[src/rtl/sprite_engine.sv]
// sprite_engine: draws a SPRITE_W x SPRITE_H block, waits a number of frame
// ticks, erases it, moves it one step and bounces it off the screen edges.
module sprite_engine #(
    parameter int SPRITE_W        = 4,
    parameter int SPRITE_H        = 4,
    parameter int SCREEN_W        = 160,
    parameter int SCREEN_H        = 120,
    parameter int X_BITS          = 8,
    parameter int Y_BITS          = 7,
    parameter int TICK_DIV        = 833333,
    parameter int FRAMES_PER_MOVE = 15,
    parameter int STEP            = 1
) (
    input  logic              clock,
    input  logic              resetn,
    input  logic              start,
    input  logic              halt,
    input  logic [X_BITS-1:0] x_init,
    input  logic [Y_BITS-1:0] y_init,
    input  logic              dx_init,
    input  logic              dy_init,
    input  logic [2:0]        colour_in,
    output logic [X_BITS-1:0] x_out,
    output logic [Y_BITS-1:0] y_out,
    output logic [2:0]        colour,
    output logic              plot,
    output logic              busy,
    output logic              bounce
);

    localparam int PIX        = SPRITE_W * SPRITE_H;
    localparam int PCNT_BITS  = (PIX > 1) ? $clog2(PIX) : 1;
    localparam int TICK_BITS  = (TICK_DIV > 1) ? $clog2(TICK_DIV) : 1;
    localparam int FRAME_BITS = (FRAMES_PER_MOVE > 1) ? $clog2(FRAMES_PER_MOVE) : 1;

    localparam logic [X_BITS-1:0]     XMAX_V     = X_BITS'(SCREEN_W - SPRITE_W);
    localparam logic [Y_BITS-1:0]     YMAX_V     = Y_BITS'(SCREEN_H - SPRITE_H);
    localparam logic [X_BITS:0]       X_STEP     = (X_BITS + 1)'(STEP);
    localparam logic [Y_BITS:0]       Y_STEP     = (Y_BITS + 1)'(STEP);
    localparam logic [X_BITS-1:0]     PX_LAST    = X_BITS'(SPRITE_W - 1);
    localparam logic [PCNT_BITS-1:0]  PCNT_LAST  = PCNT_BITS'(PIX - 1);
    localparam logic [TICK_BITS-1:0]  TICK_LAST  = TICK_BITS'(TICK_DIV - 1);
    localparam logic [FRAME_BITS-1:0] FRAME_LAST = FRAME_BITS'(FRAMES_PER_MOVE - 1);
    localparam logic [PCNT_BITS-1:0]  PCNT_ONE   = PCNT_BITS'(1);
    localparam logic [X_BITS-1:0]     PX_ONE     = X_BITS'(1);
    localparam logic [Y_BITS-1:0]     PY_ONE     = Y_BITS'(1);
    localparam logic [TICK_BITS-1:0]  TICK_ONE   = TICK_BITS'(1);
    localparam logic [FRAME_BITS-1:0] FRAME_ONE  = FRAME_BITS'(1);

    typedef enum logic [2:0] {IDLE, LOAD, DRAW, WAIT, ERASE, MOVE} state_t;

    state_t                state_reg, state_next;
    logic [X_BITS-1:0]     x_reg, px_reg, x_next;
    logic [Y_BITS-1:0]     y_reg, py_reg, y_next;
    logic                  dx_reg, dy_reg, halt_reg;
    logic [2:0]            colour_reg;
    logic [PCNT_BITS-1:0]  pcnt_reg;
    logic [TICK_BITS-1:0]  tick_reg;
    logic [FRAME_BITS-1:0] frame_reg;
    logic [X_BITS:0]       x_up;
    logic [Y_BITS:0]       y_up;
    logic                  x_flip, y_flip;
    logic                  last_pix, tick_done, move_done, plotting;

    assign plotting  = (state_reg == DRAW) || (state_reg == ERASE);
    assign last_pix  = (pcnt_reg == PCNT_LAST);
    assign tick_done = (tick_reg == TICK_LAST);
    assign move_done = tick_done && (frame_reg == FRAME_LAST);
    assign x_up      = {1'b0, x_reg} + X_STEP;
    assign y_up      = {1'b0, y_reg} + Y_STEP;

    // Next position and edge bounces, applied only when in MOVE.
    always_comb begin
        x_next = x_reg;
        x_flip = 1'b0;
        y_next = y_reg;
        y_flip = 1'b0;
        if (dx_reg) begin
            if (x_up >= {1'b0, XMAX_V}) begin
                x_next = XMAX_V;
                x_flip = 1'b1;
            end else begin
                x_next = x_up[X_BITS-1:0];
            end
        end else if ({1'b0, x_reg} <= X_STEP) begin
            x_next = '0;
            x_flip = 1'b1;
        end else begin
            x_next = x_reg - X_STEP[X_BITS-1:0];
        end
        if (dy_reg) begin
            if (y_up >= {1'b0, YMAX_V}) begin
                y_next = YMAX_V;
                y_flip = 1'b1;
            end else begin
                y_next = y_up[Y_BITS-1:0];
            end
        end else if ({1'b0, y_reg} <= Y_STEP) begin
            y_next = '0;
            y_flip = 1'b1;
        end else begin
            y_next = y_reg - Y_STEP[Y_BITS-1:0];
        end
    end

    // State register.
    always_ff @(posedge clock or negedge resetn) begin
        if (!resetn) state_reg <= IDLE;
        else         state_reg <= state_next;
    end

    // Next-state logic; a captured halt ends the animation after the erase.
    always_comb begin
        state_next = state_reg;
        case (state_reg)
            IDLE:    if (start && !halt) state_next = LOAD;
            LOAD:    state_next = DRAW;
            DRAW:    if (last_pix) state_next = WAIT;
            WAIT:    if (halt || move_done) state_next = ERASE;
            ERASE:   if (last_pix) state_next = halt_reg ? IDLE : MOVE;
            MOVE:    state_next = DRAW;
            default: state_next = IDLE;
        endcase
    end

    // Position, direction, colour, halt capture and all counters.
    always_ff @(posedge clock or negedge resetn) begin
        if (!resetn) begin
            x_reg      <= '0;
            y_reg      <= '0;
            dx_reg     <= 1'b0;
            dy_reg     <= 1'b0;
            colour_reg <= '0;
            halt_reg   <= 1'b0;
            pcnt_reg   <= '0;
            px_reg     <= '0;
            py_reg     <= '0;
            tick_reg   <= '0;
            frame_reg  <= '0;
        end else begin
            case (state_reg)
                IDLE: halt_reg <= 1'b0;
                LOAD: begin
                    x_reg      <= (x_init > XMAX_V) ? XMAX_V : x_init;
                    y_reg      <= (y_init > YMAX_V) ? YMAX_V : y_init;
                    dx_reg     <= dx_init;
                    dy_reg     <= dy_init;
                    colour_reg <= colour_in;
                    halt_reg   <= 1'b0;
                end
                WAIT: if (halt) halt_reg <= 1'b1;
                MOVE: begin
                    x_reg      <= x_next;
                    y_reg      <= y_next;
                    dx_reg     <= dx_reg ^ x_flip;
                    dy_reg     <= dy_reg ^ y_flip;
                    colour_reg <= colour_in;
                end
                default: ;
            endcase

            if (plotting && !last_pix) begin
                pcnt_reg <= pcnt_reg + PCNT_ONE;
                if (px_reg == PX_LAST) begin
                    px_reg <= '0;
                    py_reg <= py_reg + PY_ONE;
                end else begin
                    px_reg <= px_reg + PX_ONE;
                end
            end else begin
                pcnt_reg <= '0;
                px_reg   <= '0;
                py_reg   <= '0;
            end

            if (state_reg == WAIT && !move_done) begin
                if (tick_done) begin
                    tick_reg  <= '0;
                    frame_reg <= frame_reg + FRAME_ONE;
                end else begin
                    tick_reg <= tick_reg + TICK_ONE;
                end
            end else begin
                tick_reg  <= '0;
                frame_reg <= '0;
            end
        end
    end

    // Pixel outputs: sprite pixel while plotting, stored position otherwise.
    always_comb begin
        plot   = plotting;
        busy   = (state_reg != IDLE);
        bounce = (state_reg == MOVE) && (x_flip || y_flip);
        colour = (state_reg == DRAW) ? colour_reg : 3'b000;
        x_out  = plotting ? x_reg + px_reg : x_reg;
        y_out  = plotting ? y_reg + py_reg : y_reg;
    end

endmodule
[config.mk]
export PLATFORM = sky130hd
export DESIGN_NAME = sprite_engine
export DESIGN_NICKNAME = d
export VERILOG_FILES = /design/src/rtl/sprite_engine.sv
export SDC_FILE = /design/constraint.sdc
export NUM_CORES = 1
export LEC_CHECK = 0
export ABC_AREA = 1
export CORE_AREA = 2 2 87 98
export DETAILED_ROUTE_END_ITERATION = 10
export DIE_AREA = 0 0 89 100
export PLACE_DENSITY = 0.84
export SYNTH_ARGS = -nofsm -noshare
export SYNTH_HDL_FRONTEND = slang
export SYNTH_SLANG_ARGS = --single-unit
[constraint.sdc]
create_clock -name clock -period 3.33 [get_ports clock]
set_clock_uncertainty 0.05 [all_clocks]
set_input_delay 0.8325 -clock clock [delete_from_list [all_inputs] [get_ports clock]]
set_output_delay 0.8325 -clock clock [all_outputs]
set_load 0.01 [all_outputs]
==> reports/summary.log, run 1 <==
[logic_synthesis] Primary FF master, synth sky130_fd_sc_hd__dfrtp_1
[grt] first-pass GRT wire length 20800 µm
[sta] final period demand of the worst path 3.20 ns
[clocking] H-tree levels 3
[logic_synthesis] synthesized area per cell 7.19 µm²
[sta] unrepaired setup endpoints after global routing yes
[placed_design] placed cell areas 0.00545 mm²
[run_status] result of the run completed
[worst_setup_path] startpoint of the most critical setup path state_reg[1]
[clocking] hold buffer count at cts 0
[worst_setup_path] setup slack on the worst flop-to-flop path 1.33 ns
[logic_synthesis] top cell type by total area after synthesis sky130_fd_sc_hd__dfrtp_1
[finish] Antenna Cells 0
[logic_synthesis] EDFF count, synth 0
[worst_setup_path] series of cell instances along the critical path nor2_2 -> nand2_1 -> inv_1 -> nor2_4 -> buf_4 -> buf_12 -> o21ai_0 -> clkdlybuf4s50_1
[logic_synthesis] Distinct cells, synth 41
[pwr] peak supply drop 0.000694 V
[finish] Non-Filler Cell Area, Final 0.00574 mm²
[clocking] Skew-Pair Late Insertion Delay 0.35 ns
[run] Max Cap Viol 0
[worst_setup_path] slowest library cell on the worst path sky130_fd_sc_hd__clkdlybuf4s50_1
[floorplanning] Placeable Area 0.00806 mm²
[placed_design] post-place setup slack 0.101 ns
[logic_synthesis] biggest area contributors in the synthesized netlist sky130_fd_sc_hd__dfrtp_1, sky130_fd_sc_hd__nand2_1, sky130_fd_sc_hd__ha_1
[routing] drt via density 5.61
[logic_synthesis] synthesized net count 727
[sta] Setup Viol. Count Final 0
[finish] area of all sequential standard cells 0.00168 mm²
[sta] least setup slack across all paths after layout 0.125 ns
[floorplanning] die footprint 0.00890 mm²
[grt] largest net degree at the start of global routing 68
[routing] First-pass DRT Iterations 5
[clocking] Clock Path Buffers 2
[grt] grt ovf 0
[grt] number of antenna violations at the first check in global routing 0
[routing] number of routed nets with antenna violations 0
[placed_design] GPL Wtd Cong 0.968
[sta] Slew Limit Headroom 41.2%
[clocking] CTS Sinks 67
[finish] number of nets at the end of the flow 786
[hold_path] worst min path class flop to flop
[finish] leading cell type in the layout, fill and taps excluded sky130_fd_sc_hd__nand2_1
[routing] vias 4763
[floorplanning] effective utilization at floorplan 60.2%
[floorplanning] width of the die 89 µm
[sta] pin slew with the least headroom to its limit 0.882 ns
[routing] Initial DRC Count 266
[routing] post-DR wirelength/cell 14.8 µm
[logic_synthesis] synthesis warning total 0
[finish] proportion of layout cells with a drive suffix above 1 9.21%
[finish] fill cell instance count of the final layout 697
[placed_design] placed cells 830
[clocking] CTS tree done
[worst_setup_path] Register-to-Register Path Depth 10
[clocking] clock buffers created by TritonCTS 9
[worst_setup_path] Crit path required time 2.45 ns
[pwr] leakage power summed over all cells 2.68 nW
[logic_synthesis] fraction of synthesis flops using an asynchronous set or reset pin 100%
[grt] GRT Overall Usage 29.8%
[finish] area occupied by multi-input gates 0.00282 mm²
[finish] max reg flops 20
[placed_design] buffers added on ports 44
[worst_setup_path] capturing instance or port of the critical path x_out[2]
[finish] Area growth, synth to finish 18.4%
[sta] number of slew-limit violations in the final report 0
[sta] final worst-path cycle share 96.2%
[worst_setup_path] data arrival time at the worst-slack endpoint 2.32 ns
[floorplanning] vertical die dimension 100 µm
[logic_synthesis] number of synthesized register bits 67
[worst_setup_path] R2R Path End y_reg[0]
[finish] non-filler instance count after layout 849
[worst_setup_path] kind of critical path flop to output port
[pwr] total power draw 4.63 mW
[worst_setup_path] Reg-to-Reg Start y_reg[0]
[grt] number of global-route vias before repair 4703
[pwr] power per standard cell area 806 mW/mm²
[logic_synthesis] netlist area before placement 0.00485 mm²
[finish] final core utilization 71.3%
[worst_setup_path] Worst path max stage delay 0.57 ns
[worst_setup_path] largest fanout on the critical path 8
[sta] setup TNS 0 ns
[floorplanning] standard-cell rows 35
[floorplanning] total I/O pin count 45
[routing] final WL 12500 µm
[finish] commonest non-fill, non-tap cells in the layout sky130_fd_sc_hd__nand2_1, sky130_fd_sc_hd__nor2_1, sky130_fd_sc_hd__inv_1
[clocking] CTS Root Cell sky130_fd_sc_hd__clkbuf_8
[sta] minimum hold slack 0.422 ns
[sta] final hold violation count 0
[worst_setup_path] critical path launch point type flop
[routing] DRC viols 0
[worst_setup_path] Critical Path End Type output port
[logic_synthesis] Synth top area share 34.6%
[placed_design] HPWL reported at the end of detailed placement 9310 µm
[logic_synthesis] part of the Yosys area used for sequential elements 34.6%
[logic_synthesis] Cells after Synth 675
[sta] Max Fclk 0.312 GHz
[clocking] clock transition at the register clock pins on the worst setup and hold paths after CTS 0.08 ns
==> worst min path at each step <==
stage	from	endpoint	slack [ns]	depth (start not counted)
after floorplan	pcnt_reg[0]	pcnt_reg[0]	0.38	1
after global placement	pcnt_reg[0]	pcnt_reg[0]	0.40	1
after detailed placement	pcnt_reg[0]	pcnt_reg[0]	0.41	1
after CTS	pcnt_reg[0]	pcnt_reg[0]	0.42	1
after global routing	pcnt_reg[0]	pcnt_reg[0]	0.45	1
final	pcnt_reg[0]	pcnt_reg[0]	0.42	1
==> what timing repair did <==
action,CTS,global route
resized for setup,12,16
buffers inserted,3,1
endpoints found under the setup margin,9,12
pin swaps,1,1
==> layer usage <==
layer  track usage [%]  wire length [µm]
met4              13.4               454
met3              4.19               451
met2              52.4              6480
met5                 0                 0
met1              35.5              5140
==> final cells by class <==
type                            instances  share of cell area [%]
Tap cell                              111                    2.42
Inverter                               82                    5.45
Sequential cell                        67                    29.2
Timing Repair Buffer                   62                    10.1
Clock inverter                          6                    1.57
Multi-Input combinational cell        512                    49.1
Clock buffer                            9                    2.16
==> cells by family after synthesis <==
logic type | Yosys count | share of synthesized area [%]
compound gates | 112 | 12.8
flops | 67 | 34.6
fa+ha+maj | 28 | 7.53
simple gates | 337 | 30.6
buf+inv | 96 | 8.15
xor+xnor | 35 | 6.32
==> cell usage after synthesis (2+ instances only) <==
| cell type | n |
|---|---|
| sky130_fd_sc_hd__inv_2 | 4 |
| sky130_fd_sc_hd__a41oi_1 | 2 |
| sky130_fd_sc_hd__o21ai_0 | 41 |
| sky130_fd_sc_hd__xnor2_1 | 7 |
| sky130_fd_sc_hd__fa_1 | 2 |
| sky130_fd_sc_hd__buf_6 | 2 |
| sky130_fd_sc_hd__o31ai_1 | 3 |
| sky130_fd_sc_hd__nor3_2 | 3 |
| sky130_fd_sc_hd__o21bai_1 | 5 |
| sky130_fd_sc_hd__a31oi_1 | 5 |
| sky130_fd_sc_hd__o21ai_1 | 7 |
| sky130_fd_sc_hd__dfrtp_1 | 67 |
| sky130_fd_sc_hd__and3_1 | 2 |
| sky130_fd_sc_hd__o211ai_1 | 3 |
| sky130_fd_sc_hd__ha_1 | 26 |
| sky130_fd_sc_hd__xor2_1 | 28 |
| sky130_fd_sc_hd__buf_2 | 4 |
| sky130_fd_sc_hd__o21a_1 | 2 |
| sky130_fd_sc_hd__inv_1 | 77 |
| sky130_fd_sc_hd__nor2_4 | 3 |
| sky130_fd_sc_hd__nand2_1 | 147 |
| sky130_fd_sc_hd__nor2_1 | 82 |
| sky130_fd_sc_hd__nor2_2 | 7 |
| sky130_fd_sc_hd__nand3_1 | 53 |
| sky130_fd_sc_hd__nand4_1 | 16 |
| sky130_fd_sc_hd__a21oi_2 | 2 |
| sky130_fd_sc_hd__o22ai_1 | 5 |
| sky130_fd_sc_hd__buf_4 | 3 |
| sky130_fd_sc_hd__a21oi_1 | 37 |
| sky130_fd_sc_hd__clkbuf_1 | 4 |
| sky130_fd_sc_hd__nor3_1 | 16 |
==> critical path, delay by kind of cell, from the launching register on <==
family	cells	cell delay, ns
compound gates	1	0.16
buf+inv	4	0.99
flops	1	0.47
simple gates	3	0.35
==> where the power goes <==
part	leakage, nW	internal, mW	switching [mW]
Clock	0.106	0.420	0.337
Combinational	1.68	1.08	1.59
Sequential	0.888	0.982	0.217
Total	2.68	2.48	2.15
(Power assumes the default switching activity.)
==> inputs of run 2 (changes only) <==
--- a/config.mk
+++ b/config.mk
@@ -6,10 +6,11 @@
 export NUM_CORES = 1
 export LEC_CHECK = 0
 export ABC_AREA = 1
-export CORE_AREA = 2 2 87 98
+export CAP_MARGIN = 25
+export CORE_AREA = 2 2 91 93
 export DETAILED_ROUTE_END_ITERATION = 10
-export DIE_AREA = 0 0 89 100
-export PLACE_DENSITY = 0.84
+export DIE_AREA = 0 0 93 95
+export PLACE_DENSITY = 0.85
 export SYNTH_ARGS = -nofsm -noshare
 export SYNTH_HDL_FRONTEND = slang
 export SYNTH_SLANG_ARGS = --single-unit
==> run 2 against run 1 <==
Effect of this change: register-to-register slack worse by 0.14 ns; worst hold slack better by 0.021 ns; critical path depth unchanged; via count about the same; largest cell class unchanged; critical path type unchanged.
==> reports/summary.log, run 2 (same netlist as run 1, synthesis figures left out) <==
[run_status] result of the run completed
[clocking] H-tree levels 3
[placed_design] placed cell areas 0.00544 mm²
[worst_setup_path] Critical Path End Type output port
[grt] largest net degree at the start of global routing 38
[placed_design] GPL Wtd Cong 1.03
[pwr] Net Sw Frac 45.7%
[finish] Antenna Cells 0
[finish] max reg flops 20
[pwr] part of the total power dissipated in sequential elements 26.1%
[pwr] switching power of the nets 2.13 mW
[floorplanning] Placeable Area 0.00793 mm²
[clocking] CTS Root Cell sky130_fd_sc_hd__clkbuf_8
[sta] Slew Limit Headroom 50.0%
[floorplanning] vertical die dimension 95 µm
[sta] Max Fclk 0.311 GHz
[worst_setup_path] largest fanout on the critical path 18
[clocking] CTS tree done
[sta] final period demand of the worst path 3.21 ns
[routing] drt via density 5.65
[routing] post-DR wirelength/cell 14.5 µm
[sta] Setup Viol. Count Final 0
[grt] number of global-route vias before repair 4612
[pwr] power per standard cell area 808 mW/mm²
[grt] GRT Overall Usage 29.6%
[floorplanning] standard-cell rows 33
[clocking] clock transition at the register clock pins on the worst setup and hold paths after CTS 0.08 ns
[sta] final hold violation count 0
[pwr] total internal power 2.53 mW
[routing] Initial DRC Count 321
[worst_setup_path] data arrival time at the worst-slack endpoint 2.33 ns
[sta] setup TNS 0 ns
[floorplanning] total I/O pin count 45
[grt] first-pass GRT wire length 20600 µm
[finish] number of nets at the end of the flow 785
[finish] Non-Filler Cell Area, Final 0.00576 mm²
[worst_setup_path] Crit path required time 2.45 ns
[run] Max Cap Viol 0
[pwr] peak supply drop 0.000783 V
[grt] grt ovf 0
[sta] final worst-path cycle share 96.5%
[finish] proportion of layout cells with a drive suffix above 1 9.89%
[floorplanning] effective utilization at floorplan 61.2%
[hold_path] worst min path class flop to flop
[worst_setup_path] critical path launch point type flop
[routing] First-pass DRT Iterations 5
[sta] pin slew with the least headroom to its limit 0.750 ns
[worst_setup_path] kind of critical path flop to output port
[floorplanning] die footprint 0.00884 mm²
[routing] vias 4767
[finish] Area growth, synth to finish 18.8%
[placed_design] buffers added on ports 44
[finish] leading cell type in the layout, fill and taps excluded sky130_fd_sc_hd__nand2_1
[clocking] CTS Sinks 67
[pwr] logic gate share of total power 55.7%
[routing] DRC viols 0
[clocking] Clock Path Buffers 2
[routing] final WL 12200 µm
[sta] unrepaired setup endpoints after global routing no
[sta] number of slew-limit violations in the final report 0
[clocking] hold buffer count at cts 0
[pwr] Clk network pwr share 18.2%
[routing] number of routed nets with antenna violations 0
[placed_design] HPWL reported at the end of detailed placement 8890 µm
[pwr] total power draw 4.66 mW
[clocking] clock buffers created by TritonCTS 9
[grt] number of antenna violations at the first check in global routing 0
[floorplanning] width of the die 93 µm
[pwr] leakage power summed over all cells 2.69 nW
[clocking] Skew-Pair Late Insertion Delay 0.35 ns
[finish] commonest non-fill, non-tap cells in the layout sky130_fd_sc_hd__nand2_1, sky130_fd_sc_hd__nor2_1, sky130_fd_sc_hd__inv_1
-- run 2: changes by cell type in the layout (fill, tap and decap cells not counted), sizes merged --
cell / before / now
clkinvlp: 1 / 2
buf: 20 / 18
clkdlybuf4s15: 1 / 0
inv: 83 / 84
dlymetal6s2s: 3 / 4
dlygate4sd2: 2 / 3
clkinv: 2 / 0
bufinv: 2 / 3
-- run 2: timing repair --
item / CTS / global route
setup endpoints to repair: 8 / 11
pin swaps: 0 / 0
buffers inserted: 0 / 4
gates resized for setup: 12 / 19
-- run 2: cell type report --
type / count / area [µm²]
Multi-Input combinational cell: 512 / 2820
Fill cell: 640 / 2160
Sequential cell: 67 / 1680
Timing Repair Buffer: 61 / 577
Inverter: 82 / 310
Tap cell: 105 / 131
Clock buffer: 9 / 124
Clock inverter: 7 / 123
-- run 2: per-layer routing --
metal / wire length (µm) / global-route usage, % / up-vias
met5: 0 / 0 / -
met4: 351 / 12.6 / 0
met3: 650 / 4.87 / 38
met2: 6050 / 51.1 / 184
met1: 5180 / 36.9 / 2198
li1: - / - / 2347
-- run 2: metrics by stage --
step           hold WS, ns  setup slack (ns)  utilization (%)  cells
3_3_place_gp         0.405             0.142             68.7    823
5_1_grt              0.477           0.00528             72.7    843
3_5_place_dp         0.431            0.0919             68.7    823
2_1_floorplan        0.380             0.576                -    675
4_1_cts              0.443          0.000610             71.9    839
6_report             0.443             0.118             72.7    843
-- run 2: power groups by stage --
stage	Clock [mW]	Combinational [mW]	Sequential, mW
floorplan	0	1.68	1.15
global placement	0	2.46	1.20
detailed placement	0	2.53	1.21
CTS	0.856	2.54	1.20
global route	0.891	2.88	1.23
finish	0.848	2.59	1.22
-- run 2: path summary, 6_finish.rpt --
| path | startpoint | to | slack [ns] | cells after the start |
|---|---|---|---|---|
| worst max-delay path | state_reg[1] | y_out[3] | 0.12 | 8 |
| worst min register to register | tick_reg[0] | tick_reg[0] | 0.44 | 1 |
| min in group asynchronous | resetn | dy_reg | 0.49 | 1 |
| worst max register to register | px_reg[0] | py_reg[6] | 1.19 | 9 |
| max in group asynchronous | resetn | frame_reg[1] | 2.09 | 2 |
| worst min-delay path | tick_reg[0] | tick_reg[0] | 0.44 | 1 |
-- run 2: critical path, cell delays in order (launching register included) --
cell	delay, ns
sky130_fd_sc_hd__dfrtp_1	0.46
sky130_fd_sc_hd__nor2_1	0.21
sky130_fd_sc_hd__nand2_1	0.10
sky130_fd_sc_hd__inv_1	0.12
sky130_fd_sc_hd__nor2_4	0.07
sky130_fd_sc_hd__inv_4	0.18
sky130_fd_sc_hd__nand2_1	0.08
sky130_fd_sc_hd__o22ai_1	0.18
sky130_fd_sc_hd__clkdlybuf4s50_1	0.59
